File: config.mk
export PLATFORM = sky130hd
export DESIGN_NAME = dmem_sum_master
export DESIGN_NICKNAME = d
export VERILOG_FILES = /design/src/rtl/dmem_sum_master.sv
export SDC_FILE = /design/constraint.sdc
export NUM_CORES = 1
export LEC_CHECK = 0
export ABC_AREA = 1
export BUFFER_PORTS_ARGS = -buffer_cell sky130_fd_sc_hd__buf_2
export CELL_PAD_IN_SITES_DETAIL_PLACEMENT = 0
export CELL_PAD_IN_SITES_GLOBAL_PLACEMENT = 1
export CORE_MARGIN = 8
export CORE_UTILIZATION = 45
export DETAILED_ROUTE_END_ITERATION = 12
export GPL_TIMING_DRIVEN = 1
export PLACE_DENSITY_LB_ADDON = 0.15
export SLEW_MARGIN = 20
export SYNTH_ARGS = -nofsm -noshare
export SYNTH_HDL_FRONTEND = slang
export SYNTH_SLANG_ARGS = --single-unit
File: constraint.sdc
create_clock -name clk -period 4.3 [get_ports clk]
set_clock_uncertainty 0.2 [all_clocks]
set_input_delay 0.43 -clock clk [delete_from_list [all_inputs] [get_ports clk]]
set_output_delay 0.43 -clock clk [all_outputs]
set_load 0.01 [all_outputs]
File: src/rtl/dmem_sum_master.sv
// rtl/dmem_sum_master.sv - bus initiator that sums a word array in data memory
// Reads n, accumulates n words from ARR_BASE, writes the sum to SUM_ADDR, pulses done.
module dmem_sum_master #(
  parameter logic [31:0] N_ADDR   = 32'd0,
  parameter logic [31:0] SUM_ADDR = 32'd1,
  parameter logic [31:0] ARR_BASE = 32'd2,
  parameter logic [31:0] MAX_N    = 32'd62
) (
  input  logic        clk,
  input  logic        rst_n,
  input  logic        start,
  output logic        mem_we,
  output logic [31:0] mem_addr,
  output logic [31:0] mem_wdata,
  input  logic [31:0] mem_rdata,
  output logic        busy,
  output logic        done,
  output logic        err,
  output logic [31:0] sum_out
);

  typedef enum logic [2:0] {IDLE, RD_N, RD_EL, WR_SUM, DONE} state_t;

  state_t      state_q, state_d;
  logic [31:0] n_q, n_d;
  logic [31:0] idx_q, idx_d;
  logic [31:0] acc_q, acc_d;
  logic [31:0] sum_q, sum_d;
  logic        err_q, err_d;

  always_ff @(posedge clk or negedge rst_n) begin
    if (!rst_n) begin
      state_q <= IDLE;
      n_q     <= 32'd0;
      idx_q   <= 32'd0;
      acc_q   <= 32'd0;
      sum_q   <= 32'd0;
      err_q   <= 1'b0;
    end else begin
      state_q <= state_d;
      n_q     <= n_d;
      idx_q   <= idx_d;
      acc_q   <= acc_d;
      sum_q   <= sum_d;
      err_q   <= err_d;
    end
  end

  // Memory outputs are decoded from state so an async reset drops mem_we at once.
  always_comb begin
    state_d   = state_q;
    n_d       = n_q;
    idx_d     = idx_q;
    acc_d     = acc_q;
    sum_d     = sum_q;
    err_d     = err_q;
    mem_we    = 1'b0;
    mem_addr  = 32'd0;
    mem_wdata = 32'd0;
    busy      = 1'b1;
    done      = 1'b0;
    case (state_q)
      IDLE: begin
        busy = 1'b0;
        if (start) begin
          state_d = RD_N;
          acc_d   = 32'd0;
          idx_d   = 32'd0;
          err_d   = 1'b0;
        end
      end
      RD_N: begin
        mem_addr = N_ADDR;
        n_d      = mem_rdata;
        if (mem_rdata == 32'd0) begin
          state_d = WR_SUM;
        end else if (mem_rdata > MAX_N) begin
          err_d   = 1'b1;
          state_d = DONE;
        end else begin
          state_d = RD_EL;
        end
      end
      RD_EL: begin
        mem_addr = ARR_BASE + idx_q;
        acc_d    = acc_q + mem_rdata;
        idx_d    = idx_q + 32'd1;
        if (idx_q == n_q - 32'd1) begin
          state_d = WR_SUM;
        end
      end
      WR_SUM: begin
        mem_we    = 1'b1;
        mem_addr  = SUM_ADDR;
        mem_wdata = acc_q;
        sum_d     = acc_q;
        state_d   = DONE;
      end
      DONE: begin
        done    = 1'b1;
        state_d = IDLE;
      end
      default: state_d = IDLE;
    endcase
  end

  assign err     = err_q;
  assign sum_out = sum_q;

endmodule

## Yosys cells after proc, flatten, opt, wreduce, memory -nomap -nowiden

Index checks and enable logic that the tools add are counted.

- RAM bits: 0
- Output and inout bits: 100
- Latch bits: 0
- Register bits after elaboration: 132
- Logic and storage cells: 44
- Memories: 0
- Bits in read-only memories: 0
- Input port bits: 35

- Bitwise operators: 0
- Muxes and demuxes: 17
- Reductions and logical operators: 7
- Multiply operators: 0
- Equality and inequality tests: 9
- Divide/modulo/power cells: 0
- Shifts and indexed selects: 0
- Order comparisons: 1
- Add/subtract/negate cells: 4

Operators with widths:

| cell | number |
|---|---|
| one-hot mux 32 bit (2 select lines) | 3 |
| 2-to-1 mux 32 bit | 2 |
| adder 2 x 32 -> 32 bit, first input constant | 1 |
| adder 32 x 1 -> 32 bit, second input constant | 1 |
| adder 32 bit | 1 |
| equality test 32 bit | 1 |
| > comparator 32 x 6 -> 1 bit, second input constant | 1 |
| logical NOT 32 bit | 1 |
| subtractor 32 x 1 -> 32 bit, second input constant | 1 |
| 2-to-1 mux 3 bit | 4 |
| one-hot mux 3 bit (4 select lines) | 1 |
| != test 2 bit, second input constant | 4 |
| equality test 3 x 2 -> 1 bit, second input constant | 2 |
| 2-to-1 mux 1 bit | 6 |
| AND reduction 2 bit | 2 |
| AND reduction 4 bit | 1 |
| nonzero test 2 bit | 2 |
| equality test 3 x 1 -> 1 bit, second input constant | 1 |
| equality test 3 bit, second input constant | 1 |
| logical NOT 3 bit | 1 |
| one-hot mux 1 bit (2 select lines) | 1 |

## Logic depth before layout (Yosys ltp)

- Depth in word-level cells: 4
- Gate-level depth with buffers: 16
- Gate-level depth less buffers: 16

## Worst setup path before layout

Ideal clock, no wire load.

- Kind: flip-flop to output port
- Start point: register idx_q[2]
- End point: output port mem_addr[31]
- Slack: 1,825 ps
- Arrival: 1,845 ps
- Cell stages (with the launch flop): 14
- Buffers on the path: 0
- Data required time: 3,670 ps
- Cells stage by stage: dfrtp_1 ha_1 nand2_1 nor2_1 inv_1 nor2_2 nand2_1 nor2_1 nand2_1 nor2_2 inv_1 nor2_1 o21ai_0 a21oi_1

- Word-level cells in the longest chain between the ends: 2

Ends and longest elaborated chain:

| what | RTL line | RTL |
|---|---|---|
| start, declared | 26 | `logic [31:0] idx_q, idx_d;` |
| start signal, assigned | 42 | `idx_q <= idx_d;` |
| adder 2 x 32 -> 32 bit | 85 | `mem_addr = ARR_BASE + idx_q;` |
| one-hot mux 32 bit (2 select lines) | 62 | `case (state_q)` |
| end, declared | 13 | `output logic [31:0] mem_addr,` |

Every way passes these cells.

## Worst setup path after layout

- Start point: register idx_q[2]
- End point: output port mem_addr[25]

Same word-level chain as after synthesis.

==> results_dict.tcl <==
set metrics [dict create \
    internal_power_mw 2.69 \
    design.die.area_um2 25800 \
    power_density_nw_per_um2 397 \
    fmax_mhz 292 \
    postPlaceCellArea_um2 10400 \
    cts-root-buf "clkbuf_16" \
    grtUsageTotal_pct 23.2 \
    synth_flop_cell "dfrtp_1" \
    arrival_ns 2.80 \
    worstPathMaxFanout 6 \
    cts.path.max_buffers 2 \
    grt_pass1_wl_mm 48.2 \
    via_count 9289 \
    place_inst 1779 \
    synthCells 1394 \
    syn_area_um2 9420 \
    layout.nets 1594 \
    reg2reg_from "n_q[0]" \
    power_frac_comb_pct 29.2 \
    relSlewSlack_pct 45.1 \
    hold_viol 0 \
    ir_worst_vdd_mv 0.261 \
    die_y_um 161 \
    final_cells 1812 \
    numPortBuffers 134 \
    min-delay-start "mem_rdata[27]" \
    period_share_pct 79.7 \
    clkSinkCount 132 \
    cts_setup_buffers 0 \
    dp_slack_ns 1.39 \
    hold_class "primary input to flop" \
    core.rowCount 53 \
    start_util_pct 45.4 \
    clkTransAtPathRegs_ns 0.06 \
    setup_viol 0 \
    viasPerCell 5.13 \
    r2r_cells 14 \
    clkPwrFrac_pct 34.0 \
    slew_viol_final 0 \
    syn_to_final_growth_pct 16.4 \
    rsz0062_at_grt "no" \
    drive_above_1_share_pct 14.0 \
    core_area_um2 20800 \
    synth_seq_cells 132 \
    seq_area_frac_synth_pct 35.1 \
    tritoncts "built" \
    routed_wl_mm 29.5 \
    synthDistinctLibCells 48 \
    drc_errors 0 \
    holdPathEnd "n_q[27]" \
    cts_hold_buf 1 \
    hpwlAfterDp_mm 23.2 \
    maxCapViolCount 0 \
    grt_max_degree 76 \
    period_minus_slack_ns 3.43 \
    worstSetupStartpointType "flop" \
    status "finished clean" \
    first_pass_iters 5 \
    pwr-share-seq_pct 36.8 \
    antenna_found_initial 0 \
    finalPower_mw 4.36 \
    drt_iter0_drc 537 \
    swShare_pct 38.2 \
    synth_edf_count 0 \
    yosysWarnings 0 \
    setup_ws_ns 0.873 \
    p_switching_mw 1.67 \
    die_w_um 161 \
    final_cell_mix "nand2_1 (336), nor2_1 (203), inv_1 (173)" \
    min_path_cells 3 \
    wire_per_inst_um 16.3 \
    fin_setup_tns_ns 0 \
    end_kind "output pin" \
    critPathKind "flop to output pin" \
    place.gp.congestion 0.914 \
    clk_latency_ns 0.43 \
    cts_resized 0 \
    num_io_pins 135 \
    layout_commonest_cell "nand2_1" \
    fillCellCount 2177 \
    worst-r2r-setup-slack_ns 1.60 \
    leakagePower_nw 5.36 \
    fin_area_um2 11000 \
    cts_made_buffers 17 \
    worstPathRequired_ns 3.67 \
    worst_slew_pin_slew_ns 0.816 \
    antennaDiodeCount 0 \
    ctsHtreeMaxLevel 4 \
    ys_async_sr_fraction_pct 100 \
    synth_area_per_cell_um2 6.76 \
    grt_overflow 0 \
    first_global_vias 9323 \
    synth_nets 1464 \
    r2r-end "state_q[0]" \
    ant_nets 0 \
]
[final cells by class]
class	count	area, um2	share of cell area (%)
flip-flops and latches	132	3300	30.1
inverters	181	679	6.19
clock buffers	17	425	3.88
well taps	275	344	3.14
repair buffers	146	769	7.01
multi-input cells	1046	5290	48.2
clock inverters	15	156	1.43
[stage by stage]
step	hold WS [ns]	util [%]
finish	0.0573	52.9
global route	0.0758	52.9
CTS	0.0434	52.9
detailed placement	0.270	50.0
global placement	0.262	50.0
floorplan	-0.0656	-
[worst max-delay path by stage]
stage / startpoint / cells past startpoint / to / slack [ns]
finish: idx_q[2] / 13 / mem_addr[25] / 0.87
global route: idx_q[1] / 11 / mem_addr[28] / 0.68
CTS: idx_q[2] / 13 / mem_addr[25] / 0.94
detailed placement: idx_q[2] / 13 / mem_addr[25] / 1.39
global placement: idx_q[2] / 13 / mem_addr[25] / 1.45
floorplan: idx_q[2] / 13 / mem_addr[31] / 1.83
[layer usage]
metal  vias to the layer above  wire length (um)  global-route usage (%)
li1                       4782                 -                       -
met1                      4192             13400                    29.1
met2                       247             13900                    39.1
met3                        68              1180                    3.51
met4                         0              1040                    9.85
met5                         -                 0                       0
[logic make-up after synthesis]
family	synth area share, %
AO/OA/AOI/OAI	15.7
XOR/XNOR	4.61
adder cells (fa/ha/maj)	4.73
buffers and inverters	8.82
flip-flops	35.1
multiplexers	0.770
AND/OR/NAND/NOR	30.3
[Yosys cell counts, types with 2 or more instances]
cell type / instances / area share [%]
or2_2: 4 / 0.27
clkbuf_1: 22 / 0.88
ha_1: 34 / 4.5
mux2i_1: 5 / 0.53
dfrtp_1: 132 / 35
buf_1: 3 / 0.12
nand3_2: 2 / 0.21
buf_2: 6 / 0.32
nor3_1: 26 / 1.4
a21oi_1: 85 / 4.5
inv_2: 6 / 0.24
a21o_1: 2 / 0.16
nand2_1: 336 / 13
o21bai_1: 4 / 0.32
clkinv_1: 2 / 0.080
nand3_1: 55 / 2.9
nand3b_1: 10 / 0.80
mux2_2: 2 / 0.24
o21ai_1: 2 / 0.11
inv_1: 173 / 6.9
o21ai_0: 154 / 8.2
o21a_1: 8 / 0.64
nor2_4: 6 / 0.72
a31oi_1: 2 / 0.13
o22ai_1: 15 / 1.0
nor2_2: 5 / 0.33
nand2_2: 6 / 0.40
buf_4: 3 / 0.24
xnor2_1: 18 / 1.7
nor4_1: 6 / 0.40
xor2_1: 29 / 2.7
nor2_1: 203 / 8.1
nand4_1: 13 / 0.86
[power groups by stage]
| stage | logic [mW] | clock network, mW | registers (mW) |
|---|---|---|---|
| after floorplan | 0.944 | 0 | 1.57 |
| after global placement | 1.27 | 0 | 1.62 |
| after detailed placement | 1.28 | 0 | 1.62 |
| after CTS | 1.29 | 1.51 | 1.60 |
| after global routing | 1.47 | 1.56 | 1.63 |
| final | 1.27 | 1.48 | 1.60 |
[worst max-delay path: stages, from the launching register on]
cell and delay [ns]:
dfrtp_1 0.45, ha_1 0.25, nand2_1 0.10, nor2_1 0.11, inv_1 0.09, nor2_2 0.19
nand2_1 0.08, nor2_1 0.16, nand2_1 0.13, nor2_2 0.13, inv_1 0.07, nor3_1 0.32
nor3_1 0.14, buf_2 0.17
[state kept, by name (all words and copies together) (netlist names)]
register and flops:
acc_q 32, idx_q 32, n_q 32, sum_out 32, state_q 3, err 1
No activity file was read; power rests on OpenSTA's default activity.
